<file path="config.mk">
export PLATFORM = sky130hd
export DESIGN_NAME = jump_anim_ctrl_flat
export DESIGN_NICKNAME = d
export VERILOG_FILES = /design/src/rtl/jump_anim_if.sv /design/src/rtl/jump_anim_ctrl.sv /design/src/flat_wrapper.sv
export SDC_FILE = /design/constraint.sdc
export NUM_CORES = 1
export LEC_CHECK = 0
export ABC_AREA = 0
export CORE_MARGIN = 2
export CORE_UTILIZATION = 46
export CTS_CLUSTER_SIZE = 16
export DETAILED_ROUTE_END_ITERATION = 10
export DONT_BUFFER_PORTS = 1
export PLACE_DENSITY_LB_ADDON = 0.15
export RECOVER_POWER = 100
export SETUP_SLACK_MARGIN = 0.05
export SYNTH_ARGS = -nofsm -noshare
export SYNTH_HDL_FRONTEND = slang
export SYNTH_SLANG_ARGS = --single-unit
</file>
<file path="constraint.sdc">
create_clock -name clk -period 10.53 [get_ports clk]
set_input_delay 1.053 -clock clk [delete_from_list [all_inputs] [get_ports clk]]
set_output_delay 1.053 -clock clk [all_outputs]
set_load 0.05 [all_outputs]
</file>
<file path="src/rtl/jump_anim_if.sv">
// Signal bundle between jump_anim_ctrl, the frame/button sources, the renderer
// and the game state machine.

interface jump_anim_if;
    logic       i_frame_tick;
    logic       i_press;
    logic       i_enable;
    logic [9:0] i_x_start;
    logic [9:0] o_x_man;
    logic [9:0] o_y_man;
    logic [3:0] o_squeeze_man;
    logic       o_busy;
    logic       o_land_valid;
    logic [9:0] o_land_x;

    modport master (
        output i_frame_tick, i_press, i_enable, i_x_start,
        input  o_x_man, o_y_man, o_squeeze_man, o_busy, o_land_valid, o_land_x
    );

    modport slave (
        input  i_frame_tick, i_press, i_enable, i_x_start,
        output o_x_man, o_y_man, o_squeeze_man, o_busy, o_land_valid, o_land_x
    );
endinterface

</file>
<file path="src/rtl/jump_anim_ctrl.sv">
// Frame-synchronous charge/jump sequencer for the jumping man's animation.
// Optional SQUEEZE_RECOVER_EN: squeeze springs back by 2 per frame during the jump.

module jump_anim_ctrl #(
    parameter int unsigned FRAME_DIV   = 4,
    parameter int unsigned X_PER_LEVEL = 10,
    parameter int unsigned JUMP_FRAMES = 16,
    parameter int unsigned Y_GAIN      = 1
) (
    input  logic       clk,
    input  logic       rst,
    jump_anim_if.slave bus
);

    typedef enum logic [1:0] {
        ST_IDLE,
        ST_CHARGE,
        ST_JUMP
    } state_e;

`ifdef SQUEEZE_RECOVER_EN
    localparam bit RECOVER_EN = 1'b1;
`else
    localparam bit RECOVER_EN = 1'b0;
`endif

    localparam int unsigned JF_LOG2 = $clog2(JUMP_FRAMES);
    localparam logic [3:0]  FC_WRAP = 4'(FRAME_DIV);
    localparam logic [3:0]  SQ_MAX  = 4'd14;
    localparam logic [5:0]  T_LAST  = 6'(JUMP_FRAMES);
    localparam logic [9:0]  X_STEP  = 10'(X_PER_LEVEL);
    localparam logic [13:0] Y_MUL   = 14'(Y_GAIN);
    localparam logic [9:0]  PIX_MAX = 10'h3FF;

    state_e      state_q;
    logic        armed_q;
    logic [3:0]  fc_q;
    logic [3:0]  squeeze_q;
    logic [9:0]  d_q;
    logic [9:0]  x0_q;
    logic [5:0]  t_q;
    logic [9:0]  x_man_q;
    logic [9:0]  y_man_q;
    logic        busy_q;
    logic        land_valid_q;
    logic [9:0]  land_x_q;

    logic [5:0]  t_d;
    logic [3:0]  fc_d;
    logic [3:0]  sq_inc_d;
    logic [3:0]  sq_launch_d;
    logic [3:0]  sq_jump_d;
    logic [9:0]  d_launch_d;
    logic [14:0] dt_prod;
    logic [10:0] x_sum;
    logic [9:0]  x_jump_d;
    logic [13:0] y_prod;
    logic [9:0]  y_jump_d;

    // NOTE: every value is assigned on every pass through always_comb, so no latch can be inferred.
    always_comb begin
        t_d         = t_q + 6'd1;
        fc_d        = fc_q + 4'd1;
        sq_inc_d    = (squeeze_q == SQ_MAX) ? SQ_MAX : squeeze_q + 4'd1;
        sq_launch_d = RECOVER_EN ? squeeze_q : 4'd0;
        sq_jump_d   = (RECOVER_EN && squeeze_q > 4'd2) ? squeeze_q - 4'd2 : 4'd0;
        d_launch_d  = 10'(squeeze_q) * X_STEP;

        // Arc evaluated at the frame being entered (t+1); at t=JUMP_FRAMES it lands at x0+D, y=0.
        dt_prod  = 15'(d_q) * 15'(t_d);
        x_sum    = 11'(x0_q) + 11'(dt_prod >> JF_LOG2);
        x_jump_d = x_sum[10] ? PIX_MAX : x_sum[9:0];
        y_prod   = Y_MUL * 14'(t_d) * 14'(T_LAST - t_d);
        y_jump_d = (y_prod > 14'd1023) ? PIX_MAX : y_prod[9:0];
    end

    // NOTE: non-blocking assignments here so every branch reads the pre-edge register values.
    always_ff @(posedge clk) begin
        if (rst) begin
            state_q      <= ST_IDLE;
            armed_q      <= 1'b0;
            fc_q         <= '0;
            squeeze_q    <= '0;
            d_q          <= '0;
            x0_q         <= '0;
            t_q          <= '0;
            x_man_q      <= '0;
            y_man_q      <= '0;
            busy_q       <= 1'b0;
            land_valid_q <= 1'b0;
            land_x_q     <= '0;
        end else begin
            land_valid_q <= 1'b0;
            busy_q       <= (state_q != ST_IDLE);

            // Re-arm needs a released button observed while idle, tick or not.
            if (state_q == ST_IDLE && !bus.i_press) begin
                armed_q <= 1'b1;
            end

            if (bus.i_frame_tick) begin
                unique case (state_q)
                    ST_IDLE: begin
                        x_man_q   <= bus.i_x_start;
                        y_man_q   <= '0;
                        squeeze_q <= '0;
                        if (bus.i_enable && bus.i_press && armed_q) begin
                            state_q <= ST_CHARGE;
                            fc_q    <= '0;
                            armed_q <= 1'b0;
                            busy_q  <= 1'b1;
                        end
                    end

                    ST_CHARGE: begin
                        x_man_q <= bus.i_x_start;
                        if (!bus.i_enable) begin
                            state_q   <= ST_IDLE;
                            squeeze_q <= '0;
                            fc_q      <= '0;
                            busy_q    <= 1'b0;
                        end else if (!bus.i_press) begin
                            state_q   <= ST_JUMP;
                            d_q       <= d_launch_d;
                            x0_q      <= bus.i_x_start;
                            t_q       <= '0;
                            y_man_q   <= '0;
                            squeeze_q <= sq_launch_d;
                        end else if (fc_d == FC_WRAP) begin
                            fc_q      <= '0;
                            squeeze_q <= sq_inc_d;
                        end else begin
                            fc_q <= fc_d;
                        end
                    end

                    ST_JUMP: begin
                        x_man_q   <= x_jump_d;
                        y_man_q   <= y_jump_d;
                        squeeze_q <= sq_jump_d;
                        if (t_d == T_LAST) begin
                            state_q      <= ST_IDLE;
                            t_q          <= '0;
                            land_valid_q <= 1'b1;
                            land_x_q     <= x_jump_d;
                        end else begin
                            t_q <= t_d;
                        end
                    end

                    default: begin
                        state_q <= ST_IDLE;
                    end
                endcase
            end
        end
    end

    assign bus.o_x_man       = x_man_q;
    assign bus.o_y_man       = y_man_q;
    assign bus.o_squeeze_man = squeeze_q;
    assign bus.o_busy        = busy_q;
    assign bus.o_land_valid  = land_valid_q;
    assign bus.o_land_x      = land_x_q;

endmodule

</file>
<file path="src/flat_wrapper.sv">
// flat-port wrapper written by rule: the top's interface ports become plain ports
module jump_anim_ctrl_flat 
#(
    parameter int unsigned FRAME_DIV   = 4,
    parameter int unsigned X_PER_LEVEL = 10,
    parameter int unsigned JUMP_FRAMES = 16,
    parameter int unsigned Y_GAIN      = 1
)
  (clk, rst, bus_i_frame_tick, bus_i_press, bus_i_enable, bus_i_x_start, bus_o_x_man, bus_o_y_man, bus_o_squeeze_man, bus_o_busy, bus_o_land_valid, bus_o_land_x);
  jump_anim_if bus_i ();
  input  logic clk;
  input  logic rst;
  input wire logic [$bits(bus_i.i_frame_tick)-1:0] bus_i_frame_tick;
  input wire logic [$bits(bus_i.i_press)-1:0] bus_i_press;
  input wire logic [$bits(bus_i.i_enable)-1:0] bus_i_enable;
  input wire logic [$bits(bus_i.i_x_start)-1:0] bus_i_x_start;
  output wire logic [$bits(bus_i.o_x_man)-1:0] bus_o_x_man;
  output wire logic [$bits(bus_i.o_y_man)-1:0] bus_o_y_man;
  output wire logic [$bits(bus_i.o_squeeze_man)-1:0] bus_o_squeeze_man;
  output wire logic [$bits(bus_i.o_busy)-1:0] bus_o_busy;
  output wire logic [$bits(bus_i.o_land_valid)-1:0] bus_o_land_valid;
  output wire logic [$bits(bus_i.o_land_x)-1:0] bus_o_land_x;
  assign bus_i.i_frame_tick = bus_i_frame_tick;
  assign bus_i.i_press = bus_i_press;
  assign bus_i.i_enable = bus_i_enable;
  assign bus_i.i_x_start = bus_i_x_start;
  assign bus_o_x_man = bus_i.o_x_man;
  assign bus_o_y_man = bus_i.o_y_man;
  assign bus_o_squeeze_man = bus_i.o_squeeze_man;
  assign bus_o_busy = bus_i.o_busy;
  assign bus_o_land_valid = bus_i.o_land_valid;
  assign bus_o_land_x = bus_i.o_land_x;
  jump_anim_ctrl #(.FRAME_DIV(FRAME_DIV), .X_PER_LEVEL(X_PER_LEVEL), .JUMP_FRAMES(JUMP_FRAMES), .Y_GAIN(Y_GAIN)) u_core (.clk(clk), .rst(rst), .bus(bus_i));
endmodule
</file>
==> results of run 1 <==
[metrics by stage]
step                power (W)  instances
finish               0.000617        909
global route         0.000638        909
CTS                  0.000622        909
detailed placement   0.000309        895
global placement     0.000308        895
floorplan            0.000305        748
[sequential cells by signal, summed over array words and instances, names as in the netlist]
signal	cells
u_core.x0_q	10
u_core.armed_q	1
u_core.d_q	7
u_core.fc_q	4
u_core.t_q	6
u_core.bus.o_land_valid	1
u_core.bus.o_busy	1
u_core.bus.o_squeeze_man	4
u_core.bus.o_y_man	10
u_core.bus.o_land_x	10
u_core.state_q	2
u_core.bus.o_x_man	10
[worst paths after layout]
path	from	endpoint	slack, ps	cells past startpoint
min	u_core.x0_q[5]	u_core.x0_q[5]	460	2
max reg2reg	u_core.t_q[0]	u_core.bus.o_y_man[4]	3050	17
min reg2reg	u_core.x0_q[5]	u_core.x0_q[5]	460	2
max	u_core.t_q[0]	u_core.bus.o_y_man[4]	3050	17
[cells by family after synthesis]
| family | share of synthesized area |
|---|---|
| AO/OA/AOI/OAI | 0.182 |
| XOR/XNOR | 0.0410 |
| AND/OR/NAND/NOR | 0.172 |
| buffers and inverters | 0.0873 |
| flip-flops | 0.213 |
| adder cells (fa/ha/maj) | 0.297 |
| multiplexers | 0.00848 |
[layout by cell type, fill, tap and decap left out, types with 3 or more instances in the layout]
cell       netlist  routed
and2_1          16      16
a221oi_1         9       9
nor3_1          11      12
o211ai_1         7       7
nor4_1           4       5
ha_1            62      62
dfxtp_1         66      66
a311oi_1         5       5
xor2_1          14      14
o21ai_0         20      21
nand2_1         79      79
or4_1            3       3
a22oi_1          6       6
and3_1           6       6
a31oi_1          3       3
fa_1            53      53
inv_1          110     110
xnor2_1         15      15
o221ai_1         5       5
a21oi_1         72      72
nor2_1          50      50
or2_2            4       4
o21a_1           5       5
nand2b_1         9       9
mux2i_1          3       3
a211oi_1        20      20
a21o_1           4       4
o21bai_1         4       4
nor2b_1         16      16
nand3_1         10      10
clkbuf_16        0       9
[cell type report]
type | count | area share
repair buffers | 1 | 0.00114
inverters | 111 | 0.0634
flip-flops and latches | 66 | 0.201
multi-input cells | 541 | 0.654
well taps | 176 | 0.0335
clock inverters | 3 | 0.00990
clock buffers | 11 | 0.0369
[layer usage]
layer,GRT usage,vias to the layer above,wire length [um]
met5,0,-,0
li1,-,2468,-
met4,0.0838,0,219
met1,0.254,2349,6170
met3,0.0513,14,774
met2,0.339,111,6760
[tightest hold or removal path, stage by stage, from the launching register on]
cell,delay [ps]
dfxtp_1,320
nand2_1,50
a21oi_1,50
[power breakdown]
| group | internal, W | switching, W |
|---|---|---|
| Sequential | 0.000255 | 0.0000189 |
| Combinational | 0.0000114 | 0.0000183 |
| Clock | 0.000210 | 0.000103 |
==> flow_summary.yaml, run 1 <==
floorplanning:
  core_area_sq_um: 13200
  die_h_um: 120
  io_pins: 51
  start_util: 0.470
  rows: 42
  die_area_sq_um: 14400
  die_width_um: 120
place:
  gp_congestion: 0.911
  placed_area_sq_um: 6300
  port_buffers: 0
  dpl_worst_slack_ps: 3590
  dpl.hpwl_mm: 11.0
route:
  post_drt_wl_per_cell_um: 15.3
  drc: 0
  drt_iter0_markers: 315
  vias: 4942
  antenna_left: 0
  via_per_inst: 5.44
  drt-total-wl_mm: 13.9
  dr.pass1.iters: 4
clocking:
  clk_pin_slew_ps: 50
  htreeDepth: 3
  cts_tree: "yes"
  clock_tree.buffer_depth: 2
  post_cts_buffers: 0
  tritoncts.num_buffers: 9
  clock_sinks: 66
  cts-root-buf: "clkbuf_16"
  holdBufCountCts: 0
  clock_latency_ps: 330
  ctsResizeCount: 0
finish:
  final_core_util: 0.498
  num-fill-cells: 1264
  drive_gt1_frac: 0.0355
  fin_area_sq_um: 6570
  ff_latch_area_sq_um: 1320
  finalNetCount: 860
  area_delta_synth_final_pct: 6.12
  num_antenna_cells: 0
  multi_input_area_sq_um: 4300
yosys:
  synth_top_flop_cell: "dfxtp_1"
  synth_top_cell_area_share: 0.213
  synthArstFlopShare: 0
  yosys-top-cells-count: "110 x inv_1, 79 x nand2_1, 72 x a21oi_1"
  synth_cells: 748
  ys_ff_latch: 66
  synth.most_common_cell: "inv_1"
  synth.avg_cell_area_sq_um: 8.28
  syn_area_sq_um: 6190
  synth_top_area_cell: "dfxtp_1"
  syn_nets: 878
  yosys.cell_types.count: 57
  synthTopCellsByArea: "dfxtp_1 21%, fa_1 17%, ha_1 13%"
  yosysSeqAreaShare: 0.213
  synth_edf_count: 0
  yosysWarnings: 0
setup_path:
  path_class: "reg2reg"
  worstSetupEndpointType: "flip-flop"
  worst-path-buf-inv: 2
  cp_slowest_stage_delay_ps: 1390
  cp_top_family: "adder cells"
  cp.arrival_ps: 7610
  cp_cell_sequence: "ha_1, ha_1, and3_1, a21oi_1, nor2_1, nor2_1, fa_1, inv_1, fa_1, fa_1, inv_1, ha_1, or3_1, o22ai_1, mux2_2, nor4_1, a311oi_1"
  slowest_stage: "nor4_1"
  required_ps: 10650
  crit_path_max_fanout: 15
  critPathLaunchType: "flip-flop"
timing:
  min_period_over_period: 0.710
  finalHoldViolCount: 0
  setup_violations: 0
  worst_slack_ps: 3050
  final.setup_skew_ps: 5.34
  fin_crit_ps: 7480
  holdWs_ps: 464
  rsz0062_at_grt: "no"
  fmax_mhz: 134
  report.final.slew_viol_count: 28
  fin_setup_tns_ps: 0
  slew_headroom: -0.193
  tightest_slew_ps: 1780
power_and_ir_drop:
  peakVddDrop_mv: 0.0811
  power.leakage_nw: 2.80
  power_density_nw_per_um2: 93.9
status:
  outcome: "finished with violations"
  violations: "max-capacitance violations, max-slew violations"
grt:
  grt_pass1_wl_mm: 23.8
  grt.overflow.total: 0
  grt_pass1_vias: 5025
  grt_start_max_net_pins: 67
  grt_usage: 0.205
  grt_antenna_before_repair: 0
min_path:
  hold_path_class: "reg2reg"
flow_run:
  drv_cap: 2
(Power assumes the default switching activity.)
==> run 2: changes to the inputs <==
clock period = 7.2 ns   (was 10.53 ns; I/O delays follow)
==> run 2 against run 1 <==
Against the previous run: the flow still finishes with violations (max-capacitance violations, max-slew violations); power increased by 37%; fmax grew 16%; design area is 0.44% higher; non-clock buffer count rose by 6; cell count is 0.88% higher; critical path type unchanged; largest cell class unchanged.
==> flow_summary.yaml, run 2 (synthesis results as in run 1) <==
status:
  outcome: "finished with violations"
  violations: "max-capacitance violations, max-slew violations"
setup_path:
  r2r_end: "u_core.bus.o_land_x[0]"
  rr_startpoint: "u_core.t_q[1]"
  crit_path_max_fanout: 15
  critPathLaunchType: "flip-flop"
  cp.arrival_ps: 6600
  ff2ff_setup_slack_ps: 780
  reg2reg_depth: 24
  required_ps: 7380
  worstSetupEndpointType: "flip-flop"
  path_class: "reg2reg"
timing:
  tightest_slew_ps: 1800
  min_period_over_period: 0.892
  finalHoldViolCount: 0
  slew_headroom: -0.210
  setup_violations: 0
  fin_setup_tns_ps: 0
  rsz0062_at_grt: "no"
  report.final.slew_viol_count: 17
  fin_crit_ps: 6420
  fmax_mhz: 156
  worst_slack_ps: 777
  final.setup_skew_ps: 3.94
min_path:
  min_from: "u_core.x0_q[2]"
  holdPathEnd: "u_core.x0_q[2]"
  whs_path_depth: 2
  hold_path_class: "reg2reg"
route:
  vias: 5015
  drc: 0
  antenna_left: 0
  drt_iter0_markers: 373
  dr.pass1.iters: 4
  drt-total-wl_mm: 14.1
  post_drt_wl_per_cell_um: 15.4
  via_per_inst: 5.47
finish:
  final_cell_mix: "110 x inv_1, 79 x nand2_1, 72 x a21oi_1"
  finalNetCount: 866
  area_delta_synth_final_pct: 6.59
  drive_gt1_frac: 0.0472
  fin_area_sq_um: 6600
  final_core_util: 0.500
  num_antenna_cells: 0
  final_common_cell: "inv_1"
power_and_ir_drop:
  power.leakage_nw: 2.81
  power_density_nw_per_um2: 128
  peakVddDrop_mv: 0.124
  total_power_w: 0.000844
grt:
  grt_pass1_wl_mm: 24.3
  grt_pass1_vias: 5085
  grt_start_max_net_pins: 67
  grt_usage: 0.209
  grt_antenna_before_repair: 0
  grt.overflow.total: 0
floorplanning:
  die_area_sq_um: 14400
  rows: 42
  die_width_um: 120
  die_h_um: 120
  start_util: 0.470
  core_area_sq_um: 13200
  io_pins: 51
clocking:
  clk_pin_slew_ps: 60
  cts_tree: "yes"
  tritoncts.num_buffers: 9
  clock_latency_ps: 330
  clock_sinks: 66
  htreeDepth: 3
  clock_tree.buffer_depth: 2
  post_cts_buffers: 0
  cts-root-buf: "clkbuf_16"
place:
  gp_congestion: 0.843
  placed_area_sq_um: 6350
  port_buffers: 0
  dpl.hpwl_mm: 11.2
  dpl_worst_slack_ps: 716
flow_run:
  drv_cap: 1
run 2: changes by cell type in the layout (fill, tap and decap cells not counted), moves of 2 or more:
cell and delta:
clkinvlp_4 +2, buf_4 +5, bufinv_16 -2, clkinv_2 +2
run 2: layout make-up:
type	count	area, sq um
repair buffers	7	48.8
fillers	1282	6590
flip-flops and latches	66	1320
multi-input cells	541	4320
well taps	176	220
inverters	111	417
clock buffers	11	243
clock inverters	5	30.0
run 2: worst max path at each step:
stage          slack, ps  depth (start not counted)           from                      to
2_1_floorplan       1280                         24  u_core.t_q[0]  u_core.bus.o_land_x[0]
3_3_place_gp         930                         24  u_core.t_q[1]  u_core.bus.o_land_x[3]
3_5_place_dp         720                         24  u_core.t_q[1]   u_core.bus.o_x_man[8]
4_1_cts              680                         24  u_core.t_q[1]   u_core.bus.o_x_man[8]
5_1_grt              210                         24  u_core.t_q[1]  u_core.bus.o_land_x[1]
6_report             780                         24  u_core.t_q[1]  u_core.bus.o_land_x[0]
run 2: timing repair:
action	4_1_cts	5_1_grt
hold buffers	0	0
endpoints found under the setup margin	0	2
gates resized for setup	0	1
run 2: report_power, final:
group | leakage [nW] | switching [W] | total, W | internal, W
sequential | 0.534 | 0.0000269 | 0.000399 | 0.000373
combinational | 2.14 | 0.0000283 | 0.0000456 | 0.0000173
clock | 0.131 | 0.000159 | 0.000399 | 0.000240
total | 2.81 | 0.000214 | 0.000844 | 0.000630
run 2: routing by layer:
| metal | global-route usage | routed length [um] | vias up | share of wire |
|---|---|---|---|---|
| met5 | 0 | 0 | - | 0 |
| li1 | - | - | 2482 | - |
| met1 | 0.269 | 6260 | 2398 | 0.44 |
| met3 | 0.0466 | 632 | 23 | 0.045 |
| met4 | 0.0588 | 244 | 0 | 0.017 |
| met2 | 0.353 | 7000 | 112 | 0.50 |
run 2: worst max-delay path: stages (launching register included):
cell      delay (ps)
dfxtp_1          420
ha_1             310
nand3_1          120
xor2_1           150
clkbuf_1         190
inv_1            360
nand2_1          140
fa_1             510
fa_1             520
fa_1             540
inv_1             40
ha_1             320
nor2b_1          140
o21ai_0          200
a21boi_0         140
o21ai_0          210
nor2b_1          200
xnor2_1           80
ha_1             220
nor3_1           200
o21ai_0          230
a211oi_2         410
nor2_1           190
nor3_4           290
a221oi_1         140
run 2: stage by stage:
| step | hold slack, ps | std cells |
|---|---|---|
| 6_report | 454 | 917 |
| 3_5_place_dp | 446 | 901 |
| 5_1_grt | 443 | 917 |
| 2_1_floorplan | 441 | 748 |
| 3_3_place_gp | 450 | 901 |
| 4_1_cts | 441 | 917 |
